**src/rtl/mem_port_arbiter_if.sv**
```systemverilog
// ---------------------------------------------------------------------------
// mem_port_arbiter_if
// Bundles the fetch requester, data requester and shared memory port signals
// that meet at the memory port arbiter.
//   slave  : arbiter view (takes requests, drives ok/rdata and the m_* bus)
//   master : environment view (issues requests, answers on m_ack/m_rdata)
// ---------------------------------------------------------------------------
interface mem_port_arbiter_if #(
   parameter int ADDR_W = 64,
   parameter int DATA_W = 64
);
   // fetch (instruction) requester
   logic              i_valid;
   logic [ADDR_W-1:0] i_addr;
   logic              i_ok;
   logic [DATA_W-1:0] i_rdata;
   // memory-stage (data) requester
   logic                  d_valid;
   logic                  d_write;
   logic [2:0]            d_size;
   logic [ADDR_W-1:0]     d_addr;
   logic [DATA_W-1:0]     d_wdata;
   logic [DATA_W/8-1:0]   d_strobe;
   logic                  d_ok;
   logic [DATA_W-1:0]     d_rdata;
   // shared downstream port
   logic                  m_valid;
   logic                  m_write;
   logic [2:0]            m_size;
   logic [ADDR_W-1:0]     m_addr;
   logic [DATA_W-1:0]     m_wdata;
   logic [DATA_W/8-1:0]   m_strobe;
   logic                  m_ack;
   logic [DATA_W-1:0]     m_rdata;

   modport slave (
      input  i_valid, i_addr,
      output i_ok, i_rdata,
      input  d_valid, d_write, d_size, d_addr, d_wdata, d_strobe,
      output d_ok, d_rdata,
      output m_valid, m_write, m_size, m_addr, m_wdata, m_strobe,
      input  m_ack, m_rdata
   );

   modport master (
      output i_valid, i_addr,
      input  i_ok, i_rdata,
      output d_valid, d_write, d_size, d_addr, d_wdata, d_strobe,
      input  d_ok, d_rdata,
      input  m_valid, m_write, m_size, m_addr, m_wdata, m_strobe,
      output m_ack, m_rdata
   );
endinterface

```
**src/rtl/mem_port_arbiter.sv**
```systemverilog
// ---------------------------------------------------------------------------
// mem_port_arbiter
// Shares one memory port between the fetch stage and the memory stage.
// The winning request is latched into a request register and held on the
// m_* bus until m_ack; the response is steered back to the owner.
// Data requests win by default; after STARVE_LIMIT consecutive data grants
// with fetch waiting, fetch is granted next.
// Ports:
//   clk   : clock, rising edge
//   reset : asynchronous, active-low reset
//   bus   : mem_port_arbiter_if.slave (requesters + shared port)
// ---------------------------------------------------------------------------
module mem_port_arbiter #(
   parameter int ADDR_W       = 64,
   parameter int DATA_W       = 64,
   parameter int STARVE_LIMIT = 4
) (
   input  logic                   clk,
   input  logic                   reset,
   mem_port_arbiter_if.slave      bus
);
   localparam int STRB_W = DATA_W / 8;

   typedef enum logic [1:0] {IDLE, GNT_I, GNT_D} state_t;

   state_t              state_q,      state_d;
   logic [3:0]          starve_cnt_q, starve_cnt_d;
   logic                m_valid_q,    m_valid_d;
   logic                req_write_q,  req_write_d;
   logic [2:0]          req_size_q,   req_size_d;
   logic [ADDR_W-1:0]   req_addr_q,   req_addr_d;
   logic [DATA_W-1:0]   req_wdata_q,  req_wdata_d;
   logic [STRB_W-1:0]   req_strobe_q, req_strobe_d;

   logic starved;
   assign starved = (starve_cnt_q >= 4'(STARVE_LIMIT));

   always_comb begin
      state_d      = state_q;
      starve_cnt_d = starve_cnt_q;
      m_valid_d    = m_valid_q;
      req_write_d  = req_write_q;
      req_size_d   = req_size_q;
      req_addr_d   = req_addr_q;
      req_wdata_d  = req_wdata_q;
      req_strobe_d = req_strobe_q;
      unique case (state_q)
         IDLE: begin
            // starvation override first, then data priority, then fetch
            if ((starved && bus.i_valid) || (!bus.d_valid && bus.i_valid)) begin
               state_d      = GNT_I;
               m_valid_d    = 1'b1;
               starve_cnt_d = 4'd0;
               req_write_d  = 1'b0;
               req_size_d   = 3'b011;
               req_addr_d   = bus.i_addr;
               req_wdata_d  = '0;
               req_strobe_d = '0;
            end else if (bus.d_valid) begin
               state_d      = GNT_D;
               m_valid_d    = 1'b1;
               // only grants that actually lock fetch out count toward starvation
               if (bus.i_valid)
                  starve_cnt_d = (starve_cnt_q == 4'hF) ? 4'hF : starve_cnt_q + 4'd1;
               else
                  starve_cnt_d = 4'd0;
               req_write_d  = bus.d_write;
               req_size_d   = bus.d_size;
               req_addr_d   = bus.d_addr;
               req_wdata_d  = bus.d_wdata;
               req_strobe_d = bus.d_strobe;
            end
         end
         GNT_I, GNT_D: begin
            // the transaction runs to m_ack even if the owner flushed
            if (bus.m_ack) begin
               state_d   = IDLE;
               m_valid_d = 1'b0;
            end
         end
         default: begin
            state_d   = IDLE;
            m_valid_d = 1'b0;
         end
      endcase
   end

   always_ff @(posedge clk or negedge reset) begin
      if (!reset) begin
         state_q      <= IDLE;
         starve_cnt_q <= 4'd0;
         m_valid_q    <= 1'b0;
         req_write_q  <= 1'b0;
         req_size_q   <= 3'd0;
         req_addr_q   <= '0;
         req_wdata_q  <= '0;
         req_strobe_q <= '0;
      end else begin
         state_q      <= state_d;
         starve_cnt_q <= starve_cnt_d;
         m_valid_q    <= m_valid_d;
         req_write_q  <= req_write_d;
         req_size_q   <= req_size_d;
         req_addr_q   <= req_addr_d;
         req_wdata_q  <= req_wdata_d;
         req_strobe_q <= req_strobe_d;
      end
   end

   assign bus.m_valid  = m_valid_q;
   assign bus.m_write  = req_write_q;
   assign bus.m_size   = req_size_q;
   assign bus.m_addr   = req_addr_q;
   assign bus.m_wdata  = req_wdata_q;
   assign bus.m_strobe = req_strobe_q;

   // a flushed owner (valid dropped) gets no ok for its still-running access
   assign bus.i_ok    = (state_q == GNT_I) & bus.m_ack & bus.i_valid;
   assign bus.d_ok    = (state_q == GNT_D) & bus.m_ack & bus.d_valid;
   assign bus.i_rdata = bus.m_rdata;
   assign bus.d_rdata = bus.m_rdata;
endmodule

```
**src/flat_wrapper.sv**
```systemverilog
// flat-port wrapper written by rule: the top's interface ports become plain ports
module mem_port_arbiter_flat 
#(
   parameter int ADDR_W       = 64,
   parameter int DATA_W       = 64,
   parameter int STARVE_LIMIT = 4
)
  (clk, reset, bus_i_valid, bus_i_addr, bus_i_ok, bus_i_rdata, bus_d_valid, bus_d_write, bus_d_size, bus_d_addr, bus_d_wdata, bus_d_strobe, bus_d_ok, bus_d_rdata, bus_m_valid, bus_m_write, bus_m_size, bus_m_addr, bus_m_wdata, bus_m_strobe, bus_m_ack, bus_m_rdata);
  mem_port_arbiter_if #(.ADDR_W(ADDR_W), .DATA_W(DATA_W)) bus_i ();
  input  logic clk;
  input  logic reset;
  input wire logic [$bits(bus_i.i_valid)-1:0] bus_i_valid;
  input wire logic [$bits(bus_i.i_addr)-1:0] bus_i_addr;
  output wire logic [$bits(bus_i.i_ok)-1:0] bus_i_ok;
  output wire logic [$bits(bus_i.i_rdata)-1:0] bus_i_rdata;
  input wire logic [$bits(bus_i.d_valid)-1:0] bus_d_valid;
  input wire logic [$bits(bus_i.d_write)-1:0] bus_d_write;
  input wire logic [$bits(bus_i.d_size)-1:0] bus_d_size;
  input wire logic [$bits(bus_i.d_addr)-1:0] bus_d_addr;
  input wire logic [$bits(bus_i.d_wdata)-1:0] bus_d_wdata;
  input wire logic [$bits(bus_i.d_strobe)-1:0] bus_d_strobe;
  output wire logic [$bits(bus_i.d_ok)-1:0] bus_d_ok;
  output wire logic [$bits(bus_i.d_rdata)-1:0] bus_d_rdata;
  output wire logic [$bits(bus_i.m_valid)-1:0] bus_m_valid;
  output wire logic [$bits(bus_i.m_write)-1:0] bus_m_write;
  output wire logic [$bits(bus_i.m_size)-1:0] bus_m_size;
  output wire logic [$bits(bus_i.m_addr)-1:0] bus_m_addr;
  output wire logic [$bits(bus_i.m_wdata)-1:0] bus_m_wdata;
  output wire logic [$bits(bus_i.m_strobe)-1:0] bus_m_strobe;
  input wire logic [$bits(bus_i.m_ack)-1:0] bus_m_ack;
  input wire logic [$bits(bus_i.m_rdata)-1:0] bus_m_rdata;
  assign bus_i.i_valid = bus_i_valid;
  assign bus_i.i_addr = bus_i_addr;
  assign bus_i_ok = bus_i.i_ok;
  assign bus_i_rdata = bus_i.i_rdata;
  assign bus_i.d_valid = bus_d_valid;
  assign bus_i.d_write = bus_d_write;
  assign bus_i.d_size = bus_d_size;
  assign bus_i.d_addr = bus_d_addr;
  assign bus_i.d_wdata = bus_d_wdata;
  assign bus_i.d_strobe = bus_d_strobe;
  assign bus_d_ok = bus_i.d_ok;
  assign bus_d_rdata = bus_i.d_rdata;
  assign bus_m_valid = bus_i.m_valid;
  assign bus_m_write = bus_i.m_write;
  assign bus_m_size = bus_i.m_size;
  assign bus_m_addr = bus_i.m_addr;
  assign bus_m_wdata = bus_i.m_wdata;
  assign bus_m_strobe = bus_i.m_strobe;
  assign bus_i.m_ack = bus_m_ack;
  assign bus_i.m_rdata = bus_m_rdata;
  mem_port_arbiter #(.ADDR_W(ADDR_W), .DATA_W(DATA_W), .STARVE_LIMIT(STARVE_LIMIT)) u_core (.clk(clk), .reset(reset), .bus(bus_i));
endmodule
```
**config.mk**
```make
export PLATFORM = sky130hd
export DESIGN_NAME = mem_port_arbiter_flat
export DESIGN_NICKNAME = d
export VERILOG_FILES = /design/src/rtl/mem_port_arbiter_if.sv /design/src/rtl/mem_port_arbiter.sv /design/src/flat_wrapper.sv
export SDC_FILE = /design/constraint.sdc
export NUM_CORES = 1
export LEC_CHECK = 0
export ABC_AREA = 1
export ABC_CLOCK_PERIOD_IN_PS = 1500
export BUFFER_PORTS_ARGS = -buffer_cell sky130_fd_sc_hd__buf_4
export CORE_AREA = 8 8 205 207
export CTS_CLUSTER_SIZE = 24
export DETAILED_ROUTE_END_ITERATION = 8
export DIE_AREA = 0 0 213 215
export HOLD_SLACK_MARGIN = 0.02
export PLACE_DENSITY = 0.47
export SLEW_MARGIN = 10
export SYNTH_ARGS = -nofsm -noshare
export SYNTH_HDL_FRONTEND = slang
export SYNTH_SLANG_ARGS = --single-unit
```
**constraint.sdc**
```tcl
create_clock -name clk -period 1.5 [get_ports clk]
set_input_delay 0.15 -clock clk [delete_from_list [all_inputs] [get_ports clk]]
set_output_delay 0.15 -clock clk [all_outputs]
set_load 0.05 [all_outputs]
```
==> impl_results.md <==
* Outcome: complete, but fails checks
* Violations in the final reports: setup timing
* Worst Min Path Start: bus_d_addr[58]
* Total design power at 28.0 mW
* Ranking of synthesized cells by area: dfrtp_1 46%, nand2_1 14%, buf_4 12%
* Clock buffers created by TritonCTS at 17
* Req. time, crit path at 1350 ps
* Crit. End Element: output pin
* Cell type with the highest occurrence count on the critical path: buf_6
* Depth of the most critical reg-to-reg path at 8
* Number of diodes at 0
* Deepest clock path buffer count at 2
* Total of buffers placed on input and output ports at 351
* DRC violation count after routing at 0
* Leakage power at 6.99 nW
* Area of the die at 45,800 sq um
* CTS tree: yes
* Clock slew seen by the registers of the worst setup and hold paths at 60 ps
* Setup repair after global routing missed its margin: yes
* Register bit total from synthesis at 147
* Root Buffer: clkbuf_16
* Wire length of the first global-routing pass at 51.1 mm
* Final WS setup at -26.5 ps
* Net switching power at 13.9 mW
* Endpoint arrival time on the critical path at 1380 ps
* Destination of the worst register-to-register timing path: u_core.state_q[0]$_DFFE_PN0P_
* Clock latency at the later pin of the worst-skew pair at 450 ps
* Worst setup slack after placement at 2.36 ps
* 1st-pass router iterations at 5
* Relative area change from synthesis to final layout at 65.0%
* Post-synth EDFFs at 0
* Total overflow reported by the global router at 0
* Slew HR at 73.9%
* Flip-flop cell with the highest count after synthesis: dfrtp_1
* Maximum vdd ir drop at 0.00108 V
* Fill cell count at 4,049
* Standard cell core area at 39,000 sq um
* Top-level port count at 544
* Number of endpoints failing setup at the final stage at 2
* Hpwl dp at 22.9 mm
* Final period demand of the worst path at 1530 ps
* Layout Nets at 1,745
* Cell Int Power at 14.1 mW
* FF-to-FF setup slack at 20 ps
* Most used standard cell by instance count after synthesis: nand2_1
* Final critical-path share of the clock period at 102%
* Iteration-0 DRC Markers at 485
* Row count at 73
* Clock power frac at 17.2%
* Switching Fraction at 49.8%
* Pin count of the biggest net entering global routing at 63
* Power density over cell area at 2100 nW/um^2
* Routed wirelength normalized by instance count at 16.8 um
* Share of power burned in registers at 24.7%
* Antenna violation net count after detailed routing at 0
* Master of the slowest instance on the critical path: dfrtp_1
* Max Slew Vio Count at 0
* Number of warnings issued by yosys at 0
* Fraction of final layout cells sized beyond drive strength 1 at 29.8%
* Chip Height at 215 um
* Setup crit start kind: flop
* Post-detailed-routing wire length at 33.7 mm
* Number of max-cap violations at 0
* Total vias in the final route at 8,284
* Gp weighted congestion at 0.805
* Proportion of netlist area held by the largest area contributor at 45.6%
* Critical path origin: u_core.state_q[0]$_DFFE_PN0P_
* All-layer global routing usage at 14.2%
* Multi-input logic area at 2690 sq um
* TritonCTS Sinks at 147
* Worst reg2reg startpoint: u_core.state_q[0]$_DFFE_PN0P_
* Register Area at 3680 sq um
* Post-synthesis net count at 1,349
* Actual slew at the worst max-slew pin at 391 ps
* Sequential fraction of the synthesis area at 45.6%
* Syn Std Cell Area at 8080 sq um
* Count of endpoints failing hold in the final timing report at 0
* Critical path class: flop to output pin
* Largest area contributor in the netlist: dfrtp_1
* Biggest cell delay along the critical path at 380 ps
* Cells on Worst Hold Path at 5
* Number of global-route vias before repair at 8,947
* Instance count of the mapped netlist at 1,072
* Unique cell type count in the Yosys netlist at 18
* Top fanout value on the critical path at 2
* Maximum level of the CTS H-tree at 4
* Number of antenna violations at the first check in global routing at 0
* CP Capture Point: bus_i_ok
* Initial core utilization at 20.7%
* Commonest cells post-synth: 302 x nand2_1, 193 x nand3_1, 147 x dfrtp_1, 140 x inv_1, 134 x buf_4
* Setup Skew at 10.5 ps
* Ordered list of cells on the worst path: buf_6, ha_4, nand2_2, nor2_2, buf_6
* Fmax at 655 MHz
* Portion of total power attributed to combinational logic at 58.1%
* Horizontal die dimension at 213 um
* Via count normalized by instance count at 4.13
* Syn avg cell area at 7.53 sq um
* Hold WC Path Type: input port to flop
* Share of flip-flops with an asynchronous set or reset at 100%
registers in the layout, summed over array words and instances (netlist names):
signal and flops:
u_core.state_q 2, u_core.bus.m_write 1, u_core.bus.m_size 3, u_core.bus.m_addr 64
u_core.bus.m_strobe 8, u_core.bus.m_wdata 64, u_core.starve_cnt_q 4, u_core.bus.m_valid 1
final cells by class:
type,instances,share of cell area (%)
clock buffer,19,3.40
multi-input combinational,589,20.2
tap,525,4.93
sequential,147,27.6
timing repair buffer,571,38.3
inverter,142,4.09
clock inverter,13,1.46
per-stage QoR:
stage	setup TNS [ps]	hold slack [ps]	cells	util, %	cell area (sq um)
6_report	-41.8	46.0	2006	34.2	13300
5_1_grt	-5800	44.5	2006	34.2	13300
4_1_cts	-2290	20.1	1999	33.7	13100
3_5_place_dp	0	52.2	1783	27.1	10600
3_3_place_gp	0	54.7	1783	27.1	10600
2_1_floorplan	0	-146	1072	-	8080
what timing repair did:
action                     CTS  global route
gates resized for setup     11            27
hold endpoints to repair   284             0
setup endpoints to repair    6           147
hold buffers               180             0
buffers inserted             3             4
cloned                       1             3
pin swaps                    2             5
cells by family (layout without fill, tap and decap cells):
kind of cell,Yosys count,after routing,share of synthesized area (%)
simple gates,505,505,26.5
buf+inv,336,745,22.3
flops,147,147,45.6
compound gates,80,80,4.97
fa+ha+maj,4,4,0.620
worst max-delay path: cells and delay by family, from the launching register on:
kind                     cells  cell delay (ps)
AND/OR/NAND/NOR              2              150
flip-flops                   1              380
adder cells (fa/ha/maj)      1              120
buffers and inverters        2              290
routing by layer:
metal	GRT usage [%]	routed length (um)	part of all wire (%)	up-vias
met5	0.222	0	0	-
met4	6.63	1200	3.6	0
met3	6.17	3530	10	78
met2	23.1	15900	47	401
met1	15.9	13100	39	3821
li1	-	-	-	3984
worst min path at each step:
stage / end
after CTS: u_core.bus.m_addr[58]$_DFFE_PN0P_
after floorplan: u_core.bus.m_addr[0]$_DFFE_PN0P_
after detailed placement: u_core.bus.m_write$_DFFE_PN0P_
after global routing: u_core.bus.m_addr[54]$_DFFE_PN0P_
final: u_core.bus.m_addr[58]$_DFFE_PN0P_
after global placement: u_core.bus.m_write$_DFFE_PN0P_
cell usage in the layout (no fill, tap or decap), types with 3 or more instances in the layout:
cell / synthesis / layout
inv_2: 2 / 3
a21oi_1: 4 / 3
bufinv_16: 0 / 4
buf_16: 0 / 4
buf_4: 134 / 362
dfrtp_1: 147 / 147
nand3_1: 193 / 192
clkbuf_16: 0 / 20
nand2_1: 302 / 298
o21ai_1: 31 / 42
buf_12: 0 / 18
o21ai_0: 44 / 32
nand2_2: 1 / 3
buf_6: 0 / 4
nor2_1: 8 / 6
inv_6: 0 / 4
inv_1: 140 / 138
dlygate4sd3_1: 0 / 180
power by group through the flow:
stage	Clock (mW)	Combinational, mW	Sequential (mW)
global placement	0	15.2	6.91
CTS	5.04	15.9	6.92
finish	4.81	16.2	6.92
floorplan	0	4.31	13.1
global route	5.19	17.3	7.16
detailed placement	0	15.2	6.92
Power figures use the tool's default switching activity.
